[config.mk]
export PLATFORM = sky130hd
export DESIGN_NAME = measure_write_scheduler
export DESIGN_NICKNAME = d
export VERILOG_FILES = /design/src/rtl/measure_write_scheduler.sv
export SDC_FILE = /design/constraint.sdc
export NUM_CORES = 1
export LEC_CHECK = 0
export ABC_AREA = 1
export BUFFER_PORTS_ARGS = -buffer_cell sky130_fd_sc_hd__buf_4
export CAP_MARGIN = 20
export CORE_UTILIZATION = 66
export CTS_CLUSTER_SIZE = 20
export DETAILED_ROUTE_END_ITERATION = 10
export GPL_ROUTABILITY_DRIVEN = 0
export PLACE_DENSITY = 0.84
export SLEW_MARGIN = 30
export SYNTH_ARGS = -nofsm -noshare
export SYNTH_HDL_FRONTEND = slang
export SYNTH_SLANG_ARGS = --single-unit
[constraint.sdc]
create_clock -name clk_in -period 9.2 [get_ports clk_in]
set_input_delay 0.46 -clock clk_in [delete_from_list [all_inputs] [get_ports clk_in]]
set_output_delay 0.46 -clock clk_in [all_outputs]
set_load 0.1 [all_outputs]
[src/rtl/measure_write_scheduler.sv]
`default_nettype none
// ============================================================================
//  Module      : measure_write_scheduler
//  Description : Sequences note capture into the 20-measure transcription RAM.
//                Owns the eighth-note timebase and metronome, sweeps the RAM
//                to zero before every take, assembles each 48-bit measure
//                word (8 x 6-bit eighth lanes) and issues one port-A write
//                per captured eighth.
//  Revision    : 1.0 - initial release
// ----------------------------------------------------------------------------
//  Ports
//    clk_in        : system clock (sole clock)
//    rst_in        : synchronous active-high reset
//    toggle_in     : record enable level
//    bpm_in        : tempo select (10=120, 01=80, 00/11=60 bpm)
//    note_in       : detected note code (0 = rest)
//    wr_en_out     : RAM port A write strobe
//    wr_addr_out   : RAM port A measure address 0..19
//    wr_data_out   : RAM port A data, lane k at bits [6k+5:6k]
//    slot_out      : eighth slots captured so far this take
//    recording_out : high in RECORD
//    clearing_out  : high in CLEAR
//    done_out      : high in DONE
//    metronome_out : click pulse at the start of each eighth
// ============================================================================
module measure_write_scheduler #(
  parameter int SLOTS     = 8,
  parameter int MEASURES  = 20,
  parameter int NOTE_W    = 6,
  parameter int TICKS_120 = 18562500,
  parameter int TICKS_80  = 27843750,
  parameter int TICKS_60  = 37125000,
  parameter int CLICK     = 200000
) (
  input  logic                      clk_in,
  input  logic                      rst_in,
  input  logic                      toggle_in,
  input  logic [1:0]                bpm_in,
  input  logic [NOTE_W-1:0]         note_in,
  output logic                      wr_en_out,
  output logic [4:0]                wr_addr_out,
  output logic [SLOTS*NOTE_W-1:0]   wr_data_out,
  output logic [7:0]                slot_out,
  output logic                      recording_out,
  output logic                      clearing_out,
  output logic                      done_out,
  output logic                      metronome_out
);

  localparam int c_tick_w = 26;
  localparam int c_data_w = SLOTS * NOTE_W;
  localparam logic [c_tick_w-1:0] c_tick_one    = c_tick_w'(1);
  localparam logic [c_tick_w-1:0] c_click       = c_tick_w'(CLICK);
  localparam logic [c_tick_w-1:0] c_period_120  = c_tick_w'(TICKS_120);
  localparam logic [c_tick_w-1:0] c_period_80   = c_tick_w'(TICKS_80);
  localparam logic [c_tick_w-1:0] c_period_60   = c_tick_w'(TICKS_60);
  localparam logic [4:0]          c_last_addr   = 5'(MEASURES - 1);
  localparam logic [7:0]          c_total_slots = 8'(SLOTS * MEASURES);

  typedef enum logic [1:0] {
    S_CLEAR  = 2'd0,
    S_IDLE   = 2'd1,
    S_RECORD = 2'd2,
    S_DONE   = 2'd3
  } state_t;

  state_t                r_state;
  state_t                w_state_next;
  logic [4:0]            r_sweep_addr;
  logic [c_tick_w-1:0]   r_tick;
  logic [c_tick_w-1:0]   r_period;
  logic [7:0]            r_slot;
  logic [c_data_w-1:0]   r_buffer;
  logic                  r_wr_en;
  logic [4:0]            r_wr_addr;
  logic [c_data_w-1:0]   r_wr_data;

  logic                  w_sweep_last;
  logic                  w_tick_wrap;
  logic                  w_capture;
  logic                  w_last_write;
  logic [c_tick_w-1:0]   w_period_sel;
  logic [c_data_w-1:0]   w_buf_next;

  assign w_sweep_last = (r_sweep_addr == c_last_addr);
  assign w_tick_wrap  = (r_tick == (r_period - c_tick_one));
  // Dropping toggle_in on the capture cycle discards that eighth entirely.
  assign w_capture    = (r_state == S_RECORD) && toggle_in && w_tick_wrap;
  // The final write is visible while still in RECORD; DONE follows it.
  assign w_last_write = r_wr_en && (r_slot == c_total_slots);

  always_comb begin
    case (bpm_in)
      2'b10:   w_period_sel = c_period_120;
      2'b01:   w_period_sel = c_period_80;
      default: w_period_sel = c_period_60;
    endcase
  end

  // Measure word with the current note merged into its lane.
  always_comb begin
    w_buf_next = r_buffer;
    w_buf_next[r_slot[2:0]*NOTE_W +: NOTE_W] = note_in;
  end

  always_ff @(posedge clk_in) begin
    if (rst_in) r_state <= S_CLEAR;
    else        r_state <= w_state_next;
  end

  always_comb begin
    w_state_next = r_state;
    case (r_state)
      S_CLEAR:  if (w_sweep_last) w_state_next = toggle_in ? S_RECORD : S_IDLE;
      S_IDLE:   if (toggle_in) w_state_next = S_CLEAR;
      S_RECORD: begin
        if (!toggle_in)        w_state_next = S_IDLE;
        else if (w_last_write) w_state_next = S_DONE;
      end
      S_DONE:   if (!toggle_in) w_state_next = S_IDLE;
      default:  w_state_next = S_CLEAR;
    endcase
  end

  always_ff @(posedge clk_in) begin
    if (rst_in) begin
      r_sweep_addr <= '0;
      r_tick       <= '0;
      r_period     <= '0;
      r_slot       <= '0;
      r_buffer     <= '0;
      r_wr_en      <= 1'b0;
      r_wr_addr    <= '0;
      r_wr_data    <= '0;
    end else begin
      r_wr_en <= 1'b0;
      case (r_state)
        S_CLEAR: begin
          r_sweep_addr <= w_sweep_last ? 5'd0 : r_sweep_addr + 5'd1;
          if (w_sweep_last && toggle_in) begin
            // Tempo is fixed for the whole take from this point.
            r_period <= w_period_sel;
            r_tick   <= '0;
            r_slot   <= '0;
            r_buffer <= '0;
          end
        end
        S_IDLE: begin
          if (toggle_in) begin
            r_sweep_addr <= '0;
            r_slot       <= '0;
          end
        end
        S_RECORD: begin
          r_tick <= w_tick_wrap ? '0 : r_tick + c_tick_one;
          if (w_capture) begin
            r_wr_en   <= 1'b1;
            r_wr_addr <= r_slot[7:3];
            r_wr_data <= w_buf_next;
            r_slot    <= r_slot + 8'd1;
            // A completed measure leaves a blank buffer for the next one.
            r_buffer  <= (r_slot[2:0] == 3'd7) ? '0 : w_buf_next;
          end
        end
        default: ;
      endcase
    end
  end

  // Sweep writes come straight from the state; reset masks the strobe.
  assign wr_en_out     = !rst_in && ((r_state == S_CLEAR) || r_wr_en);
  assign wr_addr_out   = (r_state == S_CLEAR) ? r_sweep_addr :
                         (r_wr_en ? r_wr_addr : 5'd0);
  assign wr_data_out   = ((r_state != S_CLEAR) && r_wr_en) ? r_wr_data : '0;
  assign slot_out      = r_slot;
  assign recording_out = (r_state == S_RECORD);
  assign clearing_out  = (r_state == S_CLEAR);
  assign done_out      = (r_state == S_DONE);
  assign metronome_out = (r_state == S_RECORD) && (r_tick < c_click);

endmodule
`default_nettype wire
# --- Yosys cells after proc, flatten, opt, wreduce, memory -nomap -nowiden ---
# Cells that the tools add are included.
totals:
  elab_cells: 83
  n_memories: 0
  input_bits: 11
  latchBits: 0
  romBits: 0
  ram_bits: 0
  ff_bits: 169
classes:
  n_lt_le_gt_ge: 1
  eq_ne: 15
  shift: 2
  multipliers: 1
  mux: 27
  n_addsub: 5
  bitwise: 1
  reduce_logical: 22
  div_mod_pow: 0
op_table:
  columns: ["operator", "n"]
  rows:
  - ["two-way mux 48 bit", 4]
  - ["case mux 26 bit (2 select lines)", 2]
  - ["case mux 48 bit (2 select lines)", 1]
  - ["two-way mux 26 bit", 2]
  - ["bitwise mux 48 bit", 1]
  - ["variable shift 6 x 34 -> 48 bit (first input constant)", 1]
  - ["variable part select 6 x 34 -> 48 bit", 1]
  - ["negation 6 -> 34 bit", 1]
  - ["adder 26 x 1 -> 26 bit (second input constant)", 1]
  - ["equality test 26 bit", 1]
  - ["< comparator 26 x 18 -> 1 bit (second input constant)", 1]
  - ["subtractor 26 x 1 -> 26 bit (second input constant)", 1]
  - ["two-way mux 8 bit", 3]
  - ["case mux 8 bit (3 select lines)", 1]
  - ["two-way mux 5 bit", 4]
  - ["two-way mux 2 bit", 6]
  - ["case mux 5 bit (2 select lines)", 1]
  - ["adder 8 x 1 -> 8 bit (second input constant)", 1]
  - ["equality test 8 bit (second input constant)", 1]
  - ["case mux 2 bit (4 select lines)", 1]
  - ["AND reduction 2 bit", 4]
  - ["AND reduction 4 bit", 2]
  - ["logical AND 1 bit", 7]
  - ["equality test 2 bit (second input constant)", 3]
  - ["17 further kinds", 23]

# --- Logic depth before layout (Yosys ltp) ---
# Gate-level depths: netlist (run 1).
depth:
  word_depth: 7
  depth_mapped: 18

# --- Worst setup path before layout (run 1) ---
# No wires, ideal clock.
synth_path:
  path_kind: "reg-to-output"
  from: "reg r_state[1]"
  to: "out wr_addr_out[0]"
  required_time_ns: 8.740
  path_slack_ns: 5.365
  stages_incl_launch_ff: 4
  arrival_time_ns: 3.375
  path_cell_list: "dfxtp_1 > nor2_1 > clkbuf_1 > o21ai_0"
synth_via:
  elab_chain_len: 2
synth_rtl:
  columns: ["element", "line_no", "source"]
  rows:
  - ["start, declared", "67", "state_t r_state;"]
  - ["start signal, assigned", "108", "else r_state <= w_state_next;"]
  - ["zero test 2 bit", null, null]
  - ["net clearing_out", "45", "output logic clearing_out,"]
  - ["two-way mux 5 bit", "172", "assign wr_addr_out = (r_state == S_CLEAR) ? r_sweep_addr :"]
  - ["end, declared", "41", "output logic [4:0] wr_addr_out,"]
# The timed path passes the listed nets, and every way through them passes these cells.

# --- Final worst setup path (run 1) ---
layout_path:
  from: "reg r_sweep_addr[1]"
  to: "reg r_slot[1] (netlist: slot_out[1])"
layout_via:
  elab_chain_len: 4
layout_rtl:
  columns: ["element", "line_no", "source"]
  rows:
  - ["start, declared", "69", "logic [4:0] r_sweep_addr;"]
  - ["start signal, assigned", "139", "r_sweep_addr <= w_sweep_last ? 5'd0 : r_sweep_addr + 5'd1;"]
  - ["equality test 5 bit", "85", "assign w_sweep_last = (r_sweep_addr == c_last_addr);"]
  - ["logical AND 1 bit", "140", "if (w_sweep_last && toggle_in) begin"]
  - ["inequality test 2 x 1 -> 1 bit (no source line)", null, null]
  - ["AND reduction 4 bit (no source line)", null, null]
  - ["end signal, assigned", "160", "r_slot <= r_slot + 8'd1;"]
  - ["end, declared", "72", "logic [7:0] r_slot;"]
# Every way passes these cells.
# A chain may end at the register's enable or synchronous reset.

==> impl_metrics.ini, run 1 <==
[clock_tree]
clock-sinks = 150
htreeDepth = 4
clock_latency_ns = 0.43
cts_buffer_depth = 2
cts_tree = yes
ctsResizeCount = 0
ctsHoldBuffers = 0
postCtsSetupBuffers = 0
clkSlewWorstSetupHoldPaths_ns = 0.06
root_buffer = clkbuf_16
numCtsBuffers = 17

[worst_setup_path]
cp.required_ns = 9.50
worstPathArrival_ns = 4.75
worstSetupEndpointType = flip-flop
crit_type = flip-flop to flip-flop
startpoint_type = flip-flop
regToRegSetupSlack_ns = 4.74
cp_max_fo = 97

[route]
vias = 10260
routed_wl_um = 26800
drtAntennaViolNets = 0
viasPerCell = 5.89
first_pass_iters = 9
drt_iter0_markers = 1449
wl_per_cell_um = 15.4
route.detailed.drc = 0

[sta]
hold_violations = 0
fmax_mhz = 224
drv_slew = 0
skew_ns = 0.00865
setup_viol_count_final = 0
max_slew_margin = 0.344
tightestPinTransition_ns = 0.984
fin_crit_ns = 4.46
rsz0062_at_grt = no
post-route-period-util = 0.485
tns_ns = 0
whs_ns = 0.335

[floorplan]
die-area_um2 = 14800
io_pins = 77
die_h_um = 122
core_um2 = 13900
die_w_um = 122
num_rows = 43
start_util = 0.678

[global_routing]
grt_antenna_before_repair = 0
grt_max_degree = 103
grt_pass1_wl_um = 42400
grt_remaining_overflow = 0
grt_pass1_vias = 8603
grtUsageTotal = 0.364

[logic_synthesis]
yosysSeqAreaShare = 0.318
synth_top_area_share = 0.318
syn_area_per_cell_um2 = 6.17
yosysMostFrequentCell = nand2_1
syn_inst = 1532
ys_types = 43
yosys_warnings = 0
yosysTopAreaCell = dfxtp_1
synth_edf_count = 0
synthTopCellsByCount = nand2_1, nor2_1, a21oi_1
synth-seq-cells = 150
synth_async_sr_flop_share = 0
synth_nets = 1560
ys_top_cells_by_area = dfxtp_1, nand2_1, a21oi_1, nand3_1, nor2_1
synthesis.area_um2 = 9450
ys.flop_type = dfxtp_1

[power_and_ir_drop]
vdd_drop_max_mv = 0.132
p_per_area_nw_per_um2 = 187
p_leak_nw = 3.98

[final_layout]
fin_nets = 1577
fillers = 1179
final_layout_size_suffix_gt1_frac = 0.101
antenna_cells = 0
synthToLayoutAreaGrowth_pct = 11.2

[hold_path]
hp-class = primary input to flip-flop

[status]
status = finished clean

[job]
max_cap_viol_count = 0

[placement]
dp_hpwl_um = 18400
io_buffers = 76
-- power breakdown --
| group | total (mW) | switching, mW | internal, mW |
|---|---|---|---|
| registers | 0.750 | 0.0376 | 0.713 |
| logic | 0.498 | 0.356 | 0.142 |
| clock network | 0.718 | 0.282 | 0.436 |
| total | 1.97 | 0.675 | 1.29 |
-- per-layer routing --
metal / up-vias / GRT usage / part of all wire
li1: 5004 / - / -
met5: - / 0 / 0
met1: 4665 / 0.529 / 0.45
met4: 0 / 0.117 / 0.022
met3: 53 / 0.0852 / 0.11
met2: 538 / 0.525 / 0.42
-- flip-flops by register name (all words and copies together), names as in the netlist --
name          flops
r_buffer         48
r_period          7
r_state           2
r_sweep_addr      5
r_tick           26
r_wr_addr         5
r_wr_data        48
r_wr_en           1
slot_out          8
-- per-stage QoR --
stage          setup slack, ns  cell area [um2]  utilization  total power, mW  instances
3_5_place_dp              4.78             9910        0.711             1.25       1710
6_report                  4.74            10500        0.754             1.97       1742
3_3_place_gp              4.92             9910        0.711             1.24       1710
4_1_cts                   4.75            10500        0.754             1.96       1742
5_1_grt                   4.29            10500        0.754             2.05       1742
2_1_floorplan             5.37             9450            -             1.17       1532
-- area by class of cell --
| class | count | area [um2] | share of cell area |
|---|---|---|---|
| Multi-Input combinational cell | 1150 | 5500 | 0.524 |
| Clock inverter | 10 | 144 | 0.0137 |
| Sequential cell | 150 | 3000 | 0.286 |
| Clock buffer | 22 | 454 | 0.0432 |
| Timing Repair Buffer | 84 | 631 | 0.0600 |
| Tap cell | 180 | 225 | 0.0214 |
| Inverter | 146 | 549 | 0.0523 |
-- critical path, stage by stage (launching register included) --
cell,delay (ns)
dfxtp_1,0.38
ha_1,0.18
inv_1,0.06
nor4_1,0.32
nand3_1,0.38
nand2_2,0.13
buf_4,0.72
clkinv_1,1.04
o21ai_1,0.58
nand2_1,0.26
nand2_1,0.16
a21oi_1,0.08
-- logic make-up after synthesis --
group | share of synthesized area
AOI/OAI and AO/OA | 0.147
xor gates and xnor gates | 0.0287
and+or+nand+nor | 0.381
DFF | 0.318
buffers and inverters | 0.101
adders and majority gates | 0.0233
-- placed cells by master, fill, tap and decap left out, types with 6 or more instances in the layout --
cell type,synthesis,final
a21oi_1,160,160
buf_4,10,84
clkbuf_16,0,17
dfxtp_1,150,150
ha_1,16,16
inv_1,137,137
inv_2,7,6
nand2_1,410,409
nand2_2,8,9
nand3_1,142,142
nand3b_1,9,9
nand4_1,31,31
nor2_1,186,183
nor2_2,9,11
nor3_1,21,21
o211ai_1,12,12
o21ai_0,68,68
or2_2,12,12
xnor2_1,13,13
xor2_1,18,18
-- path summary, 6_finish.rpt --
check,start,end,depth (start not counted)
worst max-delay path,r_sweep_addr[1],slot_out[1],11
worst min-delay path,toggle_in,r_state[1],2
worst max register to register,r_sweep_addr[1],slot_out[1],11
worst min register to register,r_wr_data[2],r_wr_data[2],2
Note: power is estimated with default switching activity, not from simulation.
==> inputs of run 2 (changes only) <==
- CORE_UTILIZATION: 66 -> 61
- PLACE_DENSITY: 0.84 -> 0.78
- clock period: 9.2 -> 4.3 ns (I/O delays scaled with it)
==> impl_metrics.ini, run 2 (synthesis gave the netlist of run 1 again) <==
[worst_setup_path]
crit_slowest_cell = fa_1
crit_path_cell_trace = ha_1 -> fa_1 -> or2_2 -> nor2_1 -> ha_1 -> inv_1 -> nor2_1 -> inv_1 -> nor2_1 -> nand2_1 -> o211ai_1 -> nand3_1 -> nand2_1 -> nor2_1
worstSetupEndpointType = flip-flop
cp.required_ns = 4.62
crit_type = flip-flop to flip-flop
cp_max_fo = 8
worstPathArrival_ns = 4.00
regToRegSetupSlack_ns = 0.61
cpPeakStageDelay_ns = 0.48
startpoint_type = flip-flop
crit_top_cell = nor2_1

[route]
first_pass_iters = 7
wl_per_cell_um = 14.9
routed_wl_um = 26200
drtAntennaViolNets = 0
route.detailed.drc = 0
viasPerCell = 5.70
drt_iter0_markers = 1228
vias = 10030

[final_layout]
final_layout_size_suffix_gt1_frac = 0.108
final_common_cell = nand2_1
fillers = 1344
largestRegisters = r_buffer: 48 flops, r_wr_data: 48 flops, r_tick: 26 flops
synthToLayoutAreaGrowth_pct = 12.6
antenna_cells = 0
stdcell_area_um2 = 10600
most-common-layout-cells = nand2_1, nor2_1, a21oi_1
fin_nets = 1586

[sta]
fin_crit_ns = 3.69
hold_violations = 0
tns_ns = 0
setup_viol_count_final = 0
rsz0062_at_grt = no
skew_ns = 0.00986
fmax_mhz = 271
post-route-period-util = 0.857
max_slew_margin = 0.425
tightestPinTransition_ns = 0.862
drv_slew = 0

[placement]
io_buffers = 76
dp_hpwl_um = 18600
placed_area_um2 = 10000

[global_routing]
grt_remaining_overflow = 0
grt_pass1_vias = 8521
grt_max_degree = 103
grtUsageTotal = 0.333
grt_antenna_before_repair = 0
grt_pass1_wl_um = 43000

[clock_tree]
clock_latency_ns = 0.43
clkSlewWorstSetupHoldPaths_ns = 0.06
postCtsSetupBuffers = 0
root_buffer = clkbuf_16
numCtsBuffers = 17
cts_buffer_depth = 2
ctsResizeCount = 0
htreeDepth = 4
cts_tree = yes
ctsHoldBuffers = 0
clock-sinks = 150

[floorplan]
start_util = 0.624
die_w_um = 126
io_pins = 77
die-area_um2 = 16000
core_um2 = 15100
die_h_um = 126
num_rows = 45

[power_and_ir_drop]
vdd_drop_max_mv = 0.280
p_leak_nw = 4.04
p_per_area_nw_per_um2 = 396

[status]
status = finished clean

[job]
max_cap_viol_count = 0

[hold_path]
hp-class = primary input to flip-flop
## run 2: cell count changes in the layout (fill, tap and decap cells not counted), moves of 2 or more
cell,change
clkbuf_1,-3
buf_12,+2
clkinv_4,+2
buf_4,+6
## run 2: area by class of cell
type,count,area (um2),area share
clock buffer,18,429,0.0403
timing repair buffer,93,743,0.0699
clock inverter,14,174,0.0163
multi-input combinational,1150,5510,0.517
sequential,150,3000,0.282
tap,188,235,0.0221
inverter,146,549,0.0516
## run 2: worst paths after layout
path | end | depth (start not counted) | start
worst max register to register | r_buffer[9] | 14 | slot_out[1]
worst max-delay path | r_buffer[9] | 14 | slot_out[1]
worst min register to register | r_wr_data[4] | 2 | r_wr_data[4]
worst min-delay path | r_state[1] | 2 | toggle_in
## run 2: where the power goes
group          internal (mW)  total, mW  leakage, nW  switching (mW)
clock                  0.916       1.53        0.283           0.610
combinational          0.327       1.08         2.55           0.755
sequential              1.53       1.61         1.21          0.0825
total                   2.77       4.22         4.04            1.45
## run 2: per-layer routing
layer,vias up,GRT usage,part of all wire
li1,5023,-,-
met1,4521,0.481,0.47
met2,443,0.512,0.43
met3,43,0.0561,0.082
met4,0,0.0928,0.017
met5,-,0,0
## run 2: metrics by stage
stage               utilization  worst slack [ns]  total power, mW  std cells  hold slack [ns]
floorplan                     -             0.490             2.50       1532            0.408
global placement          0.661             0.811             2.66       1726            0.453
detailed placement        0.663             0.733             2.69       1727            0.457
CTS                       0.702             0.707             4.22       1759           0.0739
global route              0.702             0.278             4.42       1759           0.0800
finish                    0.702             0.615             4.22       1759           0.0811
## run 2: worst max-delay path, delay by kind of cell, from the launching register on
| kind | cells | cell delay, ns |
|---|---|---|
| flip-flops | 1 | 0.46 |
| buffers and inverters | 2 | 0.28 |
| AND/OR/NAND/NOR | 8 | 1.65 |
| adder cells (fa/ha/maj) | 3 | 1.07 |
| AO/OA/AOI/OAI | 1 | 0.11 |
